## config.mk

```make
export PLATFORM = sky130hd
export DESIGN_NAME = twpm_cmd_ctrl
export DESIGN_NICKNAME = d
export VERILOG_FILES = /design/src/rtl/twpm_cmd_ctrl.sv
export SDC_FILE = /design/constraint.sdc
export NUM_CORES = 1
export LEC_CHECK = 0
export ABC_AREA = 1
export CAP_MARGIN = 20
export CORE_ASPECT_RATIO = 1.25
export CORE_UTILIZATION = 40
export CTS_CLUSTER_SIZE = 25
export DETAILED_ROUTE_END_ITERATION = 7
export PLACE_DENSITY = 0.91
export SYNTH_ARGS = -nofsm -noshare
export SYNTH_HDL_FRONTEND = slang
export SYNTH_SLANG_ARGS = --single-unit
```

## constraint.sdc

```tcl
create_clock -name wb_clk -period 4.5 [get_ports wb_clk]
set_input_delay 0.675 -clock wb_clk [delete_from_list [all_inputs] [get_ports wb_clk]]
set_output_delay 0.675 -clock wb_clk [all_outputs]
set_load 0.05 [all_outputs]
```

## src/rtl/twpm_cmd_ctrl.sv

```systemverilog
// TwPM command controller, wb_clk side: synchronises LPC-domain exec/abort, latches the command
// descriptor, raises irq_o and serves the Wishbone status/descriptor/complete registers.
// Define TWPM_WB_ERR_EN to signal unmapped accesses with wb_err_o instead of wb_ack_o.
module twpm_cmd_ctrl #(
  parameter int RAM_ADDR_WIDTH       = 11,
  parameter int COMPLETE_PULSE_WIDTH = 20,
  parameter int SYNC_STAGES          = 2
) (
  input  logic                      wb_clk,
  input  logic                      rstn_i,
  input  logic [16:0]               wb_adr_i,
  input  logic [31:0]               wb_dat_i,
  output logic [31:0]               wb_dat_o,
  input  logic                      wb_we_i,
  input  logic                      wb_stb_i,
  input  logic                      wb_cyc_i,
  input  logic [3:0]                wb_sel_i,
  output logic                      wb_ack_o,
  output logic                      wb_err_o,
  input  logic                      exec_i,
  input  logic                      abort_i,
  input  logic [3:0]                op_type_i,
  input  logic [3:0]                locality_i,
  input  logic [RAM_ADDR_WIDTH-1:0] buf_len_i,
  input  logic [31:0]               ram_rd_i,
  output logic [3:0]                ram_wen_o,
  output logic                      cpu_owns_ram_o,
  output logic                      complete_o,
  output logic                      irq_o
);

  localparam logic [14:0] ADR_STATUS   = 15'h000;
  localparam logic [14:0] ADR_OP_TYPE  = 15'h001;
  localparam logic [14:0] ADR_LOCALITY = 15'h002;
  localparam logic [14:0] ADR_BUF_SIZE = 15'h003;
  localparam logic [14:0] ADR_IRQ_CTRL = 15'h004;
  localparam logic [14:0] ADR_COMPLETE = 15'h010;
  localparam logic [7:0]  PULSE_LEN    = 8'(COMPLETE_PULSE_WIDTH);

  typedef enum logic [1:0] {
    ST_IDLE    = 2'd0,
    ST_CMD     = 2'd1,
    ST_ABORTED = 2'd2,
    ST_DONE    = 2'd3
  } state_t;

  state_t                    state_reg, state_next;
  logic [SYNC_STAGES-1:0]    exec_sync_reg, abort_sync_reg;
  logic                      exec_d_reg;
  logic [7:0]                cnt_reg;
  logic                      pending_reg, enable_reg, ack_reg;
  logic [3:0]                op_type_reg, locality_reg;
  logic [RAM_ADDR_WIDTH-1:0] buf_len_reg;

  logic        exec_s, abort_s, exec_rise;
  logic [14:0] word_adr;
  logic        ram_hit, req, wr_req, complete_wr, irq_wr;
  logic        set_pending, load_desc, load_cnt;
  logic        unused_bits;

  assign unused_bits = ^{wb_adr_i[1:0], wb_dat_i[31:2]};

  // Plain flop chains; the last stage is the only one allowed to feed logic.
  always_ff @(posedge wb_clk or negedge rstn_i) begin
    if (!rstn_i) begin
      exec_sync_reg  <= '0;
      abort_sync_reg <= '0;
      exec_d_reg     <= 1'b0;
    end else begin
      exec_sync_reg  <= {exec_sync_reg[SYNC_STAGES-2:0], exec_i};
      abort_sync_reg <= {abort_sync_reg[SYNC_STAGES-2:0], abort_i};
      exec_d_reg     <= exec_s;
    end
  end

  assign exec_s    = exec_sync_reg[SYNC_STAGES-1];
  assign abort_s   = abort_sync_reg[SYNC_STAGES-1];
  assign exec_rise = exec_s & ~exec_d_reg;

  assign word_adr = wb_adr_i[16:2];
  assign ram_hit  = (wb_adr_i[16:11] == 6'b000001);

`ifdef TWPM_WB_ERR_EN
  logic err_reg;
  logic mapped;

  assign mapped = ram_hit | (word_adr == ADR_STATUS) | (word_adr == ADR_OP_TYPE) |
                  (word_adr == ADR_LOCALITY) | (word_adr == ADR_BUF_SIZE) |
                  (word_adr == ADR_IRQ_CTRL) | (word_adr == ADR_COMPLETE);
  assign req    = wb_cyc_i & wb_stb_i & ~ack_reg & ~err_reg;

  always_ff @(posedge wb_clk or negedge rstn_i) begin
    if (!rstn_i) begin
      ack_reg <= 1'b0;
      err_reg <= 1'b0;
    end else begin
      ack_reg <= req & mapped;
      err_reg <= req & ~mapped;
    end
  end

  assign wb_err_o = err_reg;
`else
  assign req = wb_cyc_i & wb_stb_i & ~ack_reg;

  always_ff @(posedge wb_clk or negedge rstn_i) begin
    if (!rstn_i) ack_reg <= 1'b0;
    else         ack_reg <= req;
  end

  assign wb_err_o = 1'b0;
`endif

  assign wb_ack_o    = ack_reg;
  assign wr_req      = req & wb_we_i;
  assign complete_wr = wr_req & (word_adr == ADR_COMPLETE);
  assign irq_wr      = wr_req & (word_adr == ADR_IRQ_CTRL);

  always_ff @(posedge wb_clk or negedge rstn_i) begin
    if (!rstn_i) state_reg <= ST_IDLE;
    else         state_reg <= state_next;
  end

  always_comb begin
    state_next = state_reg;
    case (state_reg)
      ST_IDLE:    if (exec_rise) state_next = abort_s ? ST_ABORTED : ST_CMD;
      ST_CMD: begin
        if (abort_s)          state_next = ST_ABORTED;
        else if (complete_wr) state_next = ST_DONE;
        else if (!exec_s)     state_next = ST_IDLE;
      end
      ST_ABORTED: if (complete_wr) state_next = ST_DONE;
      ST_DONE:    if ((cnt_reg == 8'd0) && !exec_s) state_next = ST_IDLE;
      default:    state_next = ST_IDLE;
    endcase
  end

  always_comb begin
    set_pending    = 1'b0;
    load_desc      = 1'b0;
    load_cnt       = 1'b0;
    cpu_owns_ram_o = 1'b0;
    case (state_reg)
      ST_IDLE: begin
        set_pending = exec_rise;
        load_desc   = exec_rise;
      end
      ST_CMD: begin
        cpu_owns_ram_o = 1'b1;
        set_pending    = abort_s;
        load_cnt       = ~abort_s & complete_wr;
      end
      ST_ABORTED: begin
        cpu_owns_ram_o = 1'b1;
        load_cnt       = complete_wr;
      end
      ST_DONE:  cpu_owns_ram_o = 1'b1;
      default: ;
    endcase
  end

  // A new pending event outranks a simultaneous clear from the CPU.
  always_ff @(posedge wb_clk or negedge rstn_i) begin
    if (!rstn_i) begin
      cnt_reg      <= 8'd0;
      pending_reg  <= 1'b0;
      enable_reg   <= 1'b0;
      op_type_reg  <= 4'd0;
      locality_reg <= 4'd0;
      buf_len_reg  <= '0;
    end else begin
      if (load_cnt)              cnt_reg <= PULSE_LEN;
      else if (cnt_reg != 8'd0)  cnt_reg <= cnt_reg - 8'd1;

      if (set_pending)                 pending_reg <= 1'b1;
      else if (irq_wr && wb_dat_i[1])  pending_reg <= 1'b0;

      if (irq_wr) enable_reg <= wb_dat_i[0];

      if (load_desc) begin
        op_type_reg  <= op_type_i;
        locality_reg <= locality_i;
        buf_len_reg  <= buf_len_i;
      end
    end
  end

  assign complete_o = (cnt_reg != 8'd0);
  assign irq_o      = pending_reg & enable_reg;
  assign ram_wen_o  = (ram_hit && wr_req && cpu_owns_ram_o) ? wb_sel_i : 4'b0000;

  always_comb begin
    wb_dat_o = 32'hBADFABAC;
    if (ram_hit) begin
      wb_dat_o = ram_rd_i;
    end else begin
      case (word_adr)
        ADR_STATUS:   wb_dat_o = {27'd0, pending_reg, (state_reg == ST_ABORTED),
                                  complete_o, abort_s, exec_s};
        ADR_OP_TYPE:  wb_dat_o = {28'd0, op_type_reg};
        ADR_LOCALITY: wb_dat_o = {28'd0, locality_reg};
        ADR_BUF_SIZE: wb_dat_o = {{(32-RAM_ADDR_WIDTH){1'b0}}, buf_len_reg};
        ADR_IRQ_CTRL: wb_dat_o = {30'd0, pending_reg, enable_reg};
        ADR_COMPLETE: wb_dat_o = 32'd0;
        default:      wb_dat_o = 32'hBADFABAC;
      endcase
    end
  end

endmodule
```

==> run summary <==
result of the run -> completed
via count of the first global-routing pass -> 2,409
length in cells of the worst reg-to-reg path -> 4
final number of max-transition violations -> 0
critical path launch point type -> input pin
origin of the worst min-delay path -> abort_sync_reg[0]
simple-gate portion of the synthesized area -> 0.3408
Area Growth Syn to Fin -> 56.41%
combinational share of power -> 0.324
Post-Synthesis Mean Instance Area -> 7.823 um^2
number of core rows -> 31
top-level I/O count -> 152
length of routed met3 wiring -> 563 um
flops & latches, synth -> 37
Setup-failing EPs final -> 0
H-Tree Level Count -> 2
internal power -> 822.6 uW
antenna violations before repair -> 0
height of the die -> 89.48 um
Routed met1 length -> 2581 um
multiplexer share of the synthesized area -> 0.08738
total CTS buffers -> 5
highest signal layer in the routed design -> met4
HPWL reported at the end of detailed placement -> 5568 um
final period demand of the worst path -> 3698 ps
port buffer count -> 118
clock slew at the register clock pins of the worst setup and hold paths -> 70 ps
final weighted congestion in routability-driven placement -> 0.8725
Cell variety after synth -> 37
count of fill cells added during filler insertion -> 477
cell area after layout -> 3830 um^2
clock share of power -> 0.248
synthesized net count -> 429
Reg-to-Reg Start -> state_reg[0]
largest net degree at the start of global routing -> 38
dominant combinational cell family by area after synthesis -> simple AND/OR/NAND/NOR gates
power per unit of standard cell area -> 313.0 nW/um^2
warnings from Yosys -> 0
Initial DRT Pass Iterations -> 4
GR Overflow Total -> 0
Final Net Count -> 546
cts-stage hold buffer count -> 0
worst hold path depth -> 0
power share of the sequential group -> 0.428
clock network latency to the later pin of the worst-skew pair -> 290 ps
compound-gate portion of the synthesized area -> 0.07001
unrepaired setup endpoints after global routing -> false
CP Data Arrival Time -> 3020 ps
maximum capacitance violations -> 0
Slew @ Worst Pin -> 945.7 ps
post-route DRC violation count -> 0
final worst hold slack -> 353.0 ps
post-CTS setup buffers -> 0
Via-to-Cell Ratio -> 4.914
Clock Skew -> 7.259 ps
wire length of the first global-routing pass -> 10,850 um
slowest library cell on the worst path -> clkdlybuf4s50_1
worst-path cell chain -> clkdlybuf4s50_1 -> nor2_4 -> nand2_1 -> nor2_1 -> nand2_1 -> o21ai_1 -> nor2_1 -> a21oi_1 -> clkdlybuf4s50_1
worst vdd rail ir drop -> 0.0002874 V
Root Buffer -> clkbuf_8
wire length per cell after detailed routing -> 13.56 um
area of the mapped netlist -> 2449 um^2
post-synthesis share of cell area spent on full adders, half adders and majority gates -> 0.02555
parity-gate share of the synthesized area counting xor and xnor cells -> 0.003577
Psw -> 376.1 uW
Final period util -> 0.8217
iteration-0 DRC count of the detailed router -> 103
nature of the critical path endpoint -> output port
Global Route Usage Sum -> 0.2181
Largest register FFs -> 11
min-delay worst type -> reg2reg
clock tree from TritonCTS -> yes
sequential fraction of the synthesis area -> 0.3781
routed wl met2 -> 3666 um
Leak Pwr -> 1.759 nW
worst max-slew margin expressed relative to the limit -> 0.3678
Die Span X -> 71.98 um
area post-placement -> 3710 um^2
Highest Clock Rate -> 270.4 MHz
final-report hold violation count -> 0
leading cell types by total area after synthesis -> dfrtp_1 38%, mux2_2 8.7%, nor2_1 7.8%, nand2_1 7.4%, inv_1 6.4%
placeable core area -> 5857 um^2
area fraction of the dominant cell type after synthesis -> 0.3781
largest stage delay on the critical path -> 820 ps
largest fanout of any net on the critical path -> 4
Antenna Cells -> 0
total wire length -> 6958 um
Gate Count Post-Synth -> 313
layout cells sized above 1 -> 0.1624
Sinks on Clock Net -> 37
quantity of gates resized following cts -> 0
Initial Utilization -> 0.4181
CP Class -> in2out
data required time of the critical path -> 3830 ps
PnR Total Power -> 1.199 mW
die area -> 6440 um^2
detailed-route via count -> 2,521
largest buffer count on any clock path -> 2
switching part of the total -> 0.3137
post-route setup TNS -> 0 ps
number of nets with antenna violations after detailed routing -> 0
cell type with the highest aggregate area in the netlist -> dfrtp_1
Core Util, Final -> 0.6539
crit path from -> wb_adr_i[5]
-- kinds of logic (layout without fill, tap and decap cells) --
logic type	Yosys count	after routing
buffers and inverters	53	171
adder cells (fa/ha/maj)	5	5
flip-flops	37	37
multiplexers	19	19
AO/OA/AOI/OAI	29	29
other	1	1
AND/OR/NAND/NOR	168	168
XOR/XNOR	1	1
-- synthesized netlist by cell type (all sizes together) --
master	number
o21ai	14
conb	1
inv	43
dfrtp	37
and3	1
nor2	72
nand4	4
a21oi	8
nor3	3
mux2	19
clkinv	1
xor2	1
nand2	52
a32o	2
o221ai	1
ha	5
clkbuf	3
nand3b	2
buf	6
o211ai	1
o21bai	1
nand3	34
a21boi	1
o211a	1
-- area by class of cell --
class,instances,area (um^2),area share
Inverter,44,165.2,0.04312
Sequential cell,37,925.9,0.2418
Multi-Input combinational cell,223,1295,0.3381
Timing Repair Buffer,119,1221,0.3189
Tap cell,82,102.6,0.02679
Clock buffer,6,82.58,0.02156
Clock inverter,2,37.54,0.009801
-- cells in the final DEF, fill, tap and decap left out, types with 2 or more instances in the layout --
| master | netlist | final |
|---|---|---|
| a32o_1 | 2 | 2 |
| a21oi_1 | 8 | 8 |
| nor2_1 | 51 | 51 |
| nand2_4 | 3 | 3 |
| nand3_2 | 3 | 3 |
| ha_1 | 5 | 5 |
| nand3_1 | 31 | 31 |
| clkbuf_8 | 0 | 6 |
| dfrtp_1 | 37 | 37 |
| nor2_4 | 3 | 3 |
| nand3b_1 | 2 | 2 |
| o21ai_0 | 9 | 9 |
| nand4_1 | 4 | 4 |
| nand2_1 | 48 | 48 |
| inv_1 | 42 | 42 |
| buf_12 | 0 | 5 |
| mux2_2 | 19 | 19 |
| nor2_2 | 17 | 17 |
| o21ai_1 | 5 | 5 |
| clkdlybuf4s50_1 | 0 | 107 |
| buf_4 | 2 | 6 |
-- routing by layer --
layer	vias to the layer above	GRT usage
met2	126	0.4228
met4	0	0.07665
met1	1148	0.2349
met3	15	0.04284
li1	1232	-
met5	-	0
-- critical path, delay by kind of cell --
| kind | cells | cell delay, ps |
|---|---|---|
| and+or+nand+nor | 5 | 790 |
| AOI/OAI and AO/OA | 2 | 270 |
| buffers and inverters | 2 | 1290 |
-- stage by stage --
step / setup slack (ps) / instances
global placement: 850.7 / 505
CTS: 817.9 / 513
floorplan: 1569 / 313
detailed placement: 823.4 / 505
global route: 604.5 / 513
finish: 802.3 / 513
-- worst paths after layout --
path	endpoint	slack [ps]
worst min register to register	abort_sync_reg[1]	350
max in group asynchronous	exec_sync_reg[1]	3510
min in group asynchronous	state_reg[1]	480
worst min-delay path	abort_sync_reg[1]	350
worst max-delay path	wb_dat_o[2]	800
worst max register to register	buf_len_reg[9]	2360
-- power by group through the flow --
stage                     registers (mW)  logic, mW  clock network, mW
after global routing               0.523      0.423              0.317
final                              0.513      0.388              0.297
after global placement             0.511      0.364                  0
after CTS                          0.510      0.387              0.301
after floorplan                    0.492      0.249                  0
after detailed placement           0.517      0.383                  0
(Power assumes the default switching activity.)
==> RTL change 1 (config.mk and constraints unchanged) <==
Change the parameter `RAM_ADDR_WIDTH` from 11 to 10.
--- a/src/rtl/twpm_cmd_ctrl.sv
+++ b/src/rtl/twpm_cmd_ctrl.sv
@@ -2,7 +2,7 @@
 // descriptor, raises irq_o and serves the Wishbone status/descriptor/complete registers.
 // Define TWPM_WB_ERR_EN to signal unmapped accesses with wb_err_o instead of wb_ack_o.
 module twpm_cmd_ctrl #(
-  parameter int RAM_ADDR_WIDTH       = 11,
+  parameter int RAM_ADDR_WIDTH       = 10,
   parameter int COMPLETE_PULSE_WIDTH = 20,
   parameter int SYNC_STAGES          = 2
 ) (
Ports: changed (resized buf_len_i); port bits go from 152 to 151. The function was not compared with the original's and may differ.
==> RTL change 1 against the original RTL <==
The flow now finishes with violations (DRC). Clock power decreased by 18%. Wire length decreased by 2.8%. Area after synthesis decreased by 2.9%. Synthesized cell count increased by 1.6%. Non-clock buffer count unchanged. Total power decreased by 7.5%. Sequential power decreased by 4.3%. Combinational power decreased by 4%. Design area decreased by 3.4%. Worst setup slack got worse by 0.31 ns. Fmax decreased by 7.6%. Hold slack got worse by 0.0033 ns. Sequential cell count decreased by 1. Highest routed layer unchanged.
==> RTL change 1: results (changes against the original RTL) <==
| Metric | Value |
|---|---|
| Outcome | `finished, violations left` |
| Post-DP HPWL | `5360 um (-3.6%)` |
| GPL Wtd Cong | `0.862 (-1.2%)` |
| Clock slew at reported path FFs | `around 0.06 ns` |
| Cts repair resizes | `0 (unchanged)` |
| TritonRoute pass-1 iters | `7 (+3)` |
| Final hold vios | `0 (unchanged)` |
| CP max FO | `25 (+21)` |
| Sequential cell area fraction in the yosys report | `0.379 (+0.000618)` |
| Syn_nets | `433 (+0.93%)` |
| CTS Buf Count | `5 (unchanged)` |
| Ys flop type | `dfrtp_1` |
| Vias | `2525 (+0.16%)` |
| Post-synthesis adder-cell area fraction | `0.0263 (+0.000753)` |
| Top cell family by delay on the critical path | `buffers and inverters` |
| Tightest Hold Check Type | `flip-flop to flip-flop` |
| Port bufs | `117 (-0.85%)` |
| Violated checks | `DRC` |
| Relative slew slack | `0.636 (+0.268)` |
| Maximum buffer depth of the clock tree | `2 (unchanged)` |
| Filler cells | `478 (+0.21%)` |
| Synth Instances | `318 (+1.6%)` |
| Compound-Gate Fraction of Synth Area | `0.0573 (-0.0127)` |
| H-tree lvl count | `2 (unchanged)` |
| Vias per inst | `5.03 (+2.4%)` |
| Synth unique cells | `32 (-14%)` |
| Final Skew | `0.00927 ns (+0.00201 ns)` |
| Fin nets | `551 (+0.92%)` |
| Clock Latency Late Sink | `0.29 ns (about the same)` |
| Yosys Warn Count | `0 (unchanged)` |
| Antenna cell count | `0 (unchanged)` |
| CP arrival | `3.33 ns (+0.31 ns)` |
| Top post-synthesis cells by area | `dfrtp_1 (38%), nor2_1 (10%), mux2_2 (8.5%)` |
| Post-CTS Setup Bufs | `0 (unchanged)` |
| Fraction of layout cells with a size suffix above 1 | `0.133 (-0.0294)` |
| Initial drt markers | `179 (+74%)` |
| Leak | `1.71 nW (-2.6%)` |
| Delay of the slowest cell on the worst path | `0.83 ns` |
| Max reg flops | `10 (-1)` |
| Initial antenna violation count | `0 (unchanged)` |
| Dpl cells | `495 (-2.0%)` |
| All-Layer GR Usage | `0.224 (+0.00623)` |
| Drt wl/cell | `13.5 um (-0.63%)` |
| Peak VDD IR | `174 uV (-40%)` |
| Largest net degree at the start of global routing | `37 (-2.6%)` |
| Sw Ratio | `0.313 (-0.00109)` |
| Xor/xnor cell area share of the yosys netlist | `0.00368 (+0.000105)` |
| Commonest cells post-synth | `nor2_1 (66), nand2_1 (53), inv_1 (44)` |
| Post-synthesis mux area share | `0.0852 (-0.00216)` |
| Async set-reset flop share out of synthesis | `1.00 (unchanged)` |
| # DRC | `16 (+16)` |
| CP max-delay cell | `clkdlybuf4s50_1` |
| Root Buffer Master | `clkbuf_8` |
| Global-route wire length before repair | `10900 um (+0.83%)` |
| Vias in the first global route | `2430 (+0.87%)` |
[RTL change 1: metal layers]
metal	wire (um)	vias to the layer above	track usage
li1	-	1243	-
met2	3560	112	0.426
met4	120	0	0.0709
met5	0	-	0
met1	2530	1160	0.250
met3	557	10	0.0501
[RTL change 1: cell type report]
type | instances | area share
Timing Repair Buffer | 119 | 0.327
Clock buffer | 7 | 0.0260
Tap cell | 66 | 0.0223
Inverter | 44 | 0.0447
Multi-Input combinational cell | 230 | 0.337
Sequential cell | 36 | 0.244
[RTL change 1: logic make-up after synthesis]
logic type      count (synthesis)
compound gates                 23
flops                          36
xor+xnor                        1
simple gates                  182
mux                            18
buf+inv                        52
other cells                     1
fa+ha+maj                       5
[RTL change 1: path summary, 6_finish.rpt]
| check | from | end | slack, ns | depth (start not counted) |
|---|---|---|---|---|
| worst max-delay path | wb_adr_i[15] | wb_dat_o[5] | 0.50 | 11 |
| worst min-delay path | abort_sync_reg[0] | abort_sync_reg[1] | 0.35 | 0 |
| worst max register to register | cnt_reg[0] | cnt_reg[5] | 2.70 | 9 |
| worst min register to register | abort_sync_reg[0] | abort_sync_reg[1] | 0.35 | 0 |
| max in group asynchronous | rstn_i | abort_sync_reg[1] | 3.36 | 2 |
| min in group asynchronous | rstn_i | buf_len_reg[5] | 0.80 | 2 |
[RTL change 1: per-stage QoR]
step           setup WS, ns  total power [mW]  instance area [sq um]  hold slack (ns)
6_report              0.496              1.11                   3700            0.350
5_1_grt               0.309              1.19                   3700            0.367
4_1_cts               0.512              1.12                   3700            0.352
3_5_place_dp          0.511             0.869                   3600            0.338
3_3_place_gp          0.556             0.847                   3600            0.334
2_1_floorplan          1.59             0.723                   2380            0.331
[RTL change 1: worst reg2reg max path: stages, from the launching register on]
cell and delay (ns):
dfrtp_1 0.38, inv_1 0.11, ha_1 0.21, inv_1 0.06, nor3_1 0.25, nand2_1 0.22, nand3_1 0.16, nor2_1 0.08
o21ai_0 0.15, a21oi_1 0.06
[RTL change 1: power groups by stage]
stage	registers [mW]	clock network (mW)	logic, mW
3_5_place_dp	0.495	0	0.374
2_1_floorplan	0.478	0	0.245
4_1_cts	0.489	0.254	0.378
6_report	0.491	0.244	0.374
3_3_place_gp	0.489	0	0.359
5_1_grt	0.504	0.266	0.415
==> RTL change 2 (same settings) <==
Made on the original files. The 4 states of `state_t` get a one-hot encoding in 4 bits.
--- a/src/rtl/twpm_cmd_ctrl.sv
+++ b/src/rtl/twpm_cmd_ctrl.sv
@@ -37,11 +37,11 @@
   localparam logic [14:0] ADR_COMPLETE = 15'h010;
   localparam logic [7:0]  PULSE_LEN    = 8'(COMPLETE_PULSE_WIDTH);
 
-  typedef enum logic [1:0] {
-    ST_IDLE    = 2'd0,
-    ST_CMD     = 2'd1,
-    ST_ABORTED = 2'd2,
-    ST_DONE    = 2'd3
+  typedef enum logic [3:0] {
+    ST_IDLE    = 4'b0001,
+    ST_CMD     = 4'b0010,
+    ST_ABORTED = 4'b0100,
+    ST_DONE    = 4'b1000
   } state_t;
 
   state_t                    state_reg, state_next;
Check against the original RTL: same outputs for any inputs over 10 cycles, from zero or initial values and one cycle with rstn_i low; not proved beyond that.
==> RTL change 2 against the original RTL <==
Non-clock buffer count grew 1. Design area is 2.7% higher. Synthesized cell count grew 1.9%. Sequential power up 3%. Register-to-register slack improved by 0.38 ns. Total power increased by 7.6%. Area after synthesis rose by 5.2%. Wire length is 1.4% higher. Combinational power grew 8.2%. Worst setup slack got worse by 0.075 ns. Sequential cell count rose by 2. Critical path type unchanged. Largest cell class unchanged. Highest routed layer unchanged.
==> RTL change 2: results (changes against the original RTL) <==
| Metric | Value |
|---|---|
| End of the critical path | `wb_dat_o[31]` |
| Xor/xnor cell area share of the yosys netlist | `0.00340 (-0.000176)` |
| Compound-Gate Fraction of Synth Area | `0.0607 (-0.00927)` |
| GPL Wtd Cong | `0.855 (-2.0%)` |
| Peak VDD IR | `281 uV (-2.2%)` |
| Initial drt markers | `112 (+8.7%)` |
| M2 GR Usage | `0.396 (-0.0268)` |
| All-Layer GR Usage | `0.212 (-0.00621)` |
| Post-DP HPWL | `5620 um (+0.88%)` |
| Top post-synthesis cells by area | `dfrtp_1 (37%), nor2_1 (12%), mux2_4 (11%)` |
| Outcome | `finished clean` |
| Delay of the slowest cell on the worst path | `0.76 ns (-0.06 ns)` |
| Cell Area, Placed | `3800 sq um (+2.5%)` |
| Largest net degree at the start of global routing | `40 (+5.3%)` |
| Fin nets | `551 (+0.92%)` |
| Global-route wire length before repair | `11200 um (+3.0%)` |
| Critical path origin | `wb_adr_i[11]` |
| Period utilization | `0.838 (+0.0167)` |
| Reg2Reg Depth | `5 (+1)` |
| Combinational power share | `0.326 (+0.002)` |
| CP arrival | `3.10 ns (+0.08 ns)` |
| Post-synthesis adder-cell area fraction | `0.00972 (-0.0158)` |
| Setup WS pre-CTS | `0.712 ns (-0.111 ns)` |
| Total power draw | `1.29 mW (+7.6%)` |
| Reg2Reg Setup Slack | `2.74 ns (+0.38 ns)` |
| Sequential cell area fraction in the yosys report | `0.379 (+0.00136)` |
| Syn_nets | `432 (+0.70%)` |
| Net Sw Power | `364 uW (-3.2%)` |
| WP depth | `8 (-1)` |
| Fraction of layout cells with a size suffix above 1 | `0.141 (-0.0212)` |
| Vias | `2552 (+1.2%)` |
| Hold Slack | `0.351 ns (-0.00162 ns)` |
| Met3 Track Usage GR | `0.0516 (+0.00881)` |
| Final WL | `7050 um (+1.4%)` |
==> RTL change 2: changes by cell type in the layout (fill, tap and decap cells not counted), sizes merged, moves of 3 or more <==
cell / before / now
clkdlybuf4s50: 107 / 117
nand4: 4 / 1
a21oi: 8 / 11
nand3: 34 / 37
o21ai: 14 / 4
nor2: 72 / 90
ha: 5 / 2
buf: 12 / 3
==> RTL change 2: cell type report <==
class / count / area, sq um / share of cell area
Multi-Input combinational cell: 230 / 1370 / 0.348
Tap cell: 85 / 106 / 0.0270
Clock buffer: 6 / 72.6 / 0.0184
Clock inverter: 2 / 60.1 / 0.0153
Timing Repair Buffer: 120 / 1190 / 0.303
Sequential cell: 39 / 977 / 0.248
Inverter: 42 / 158 / 0.0401
==> RTL change 2: layer usage <==
layer  up-vias  wire length [um]
met4         0               140
li1       1246                 -
met3        13               635
met5         -                 0
met2       109              3590
met1      1184              2690
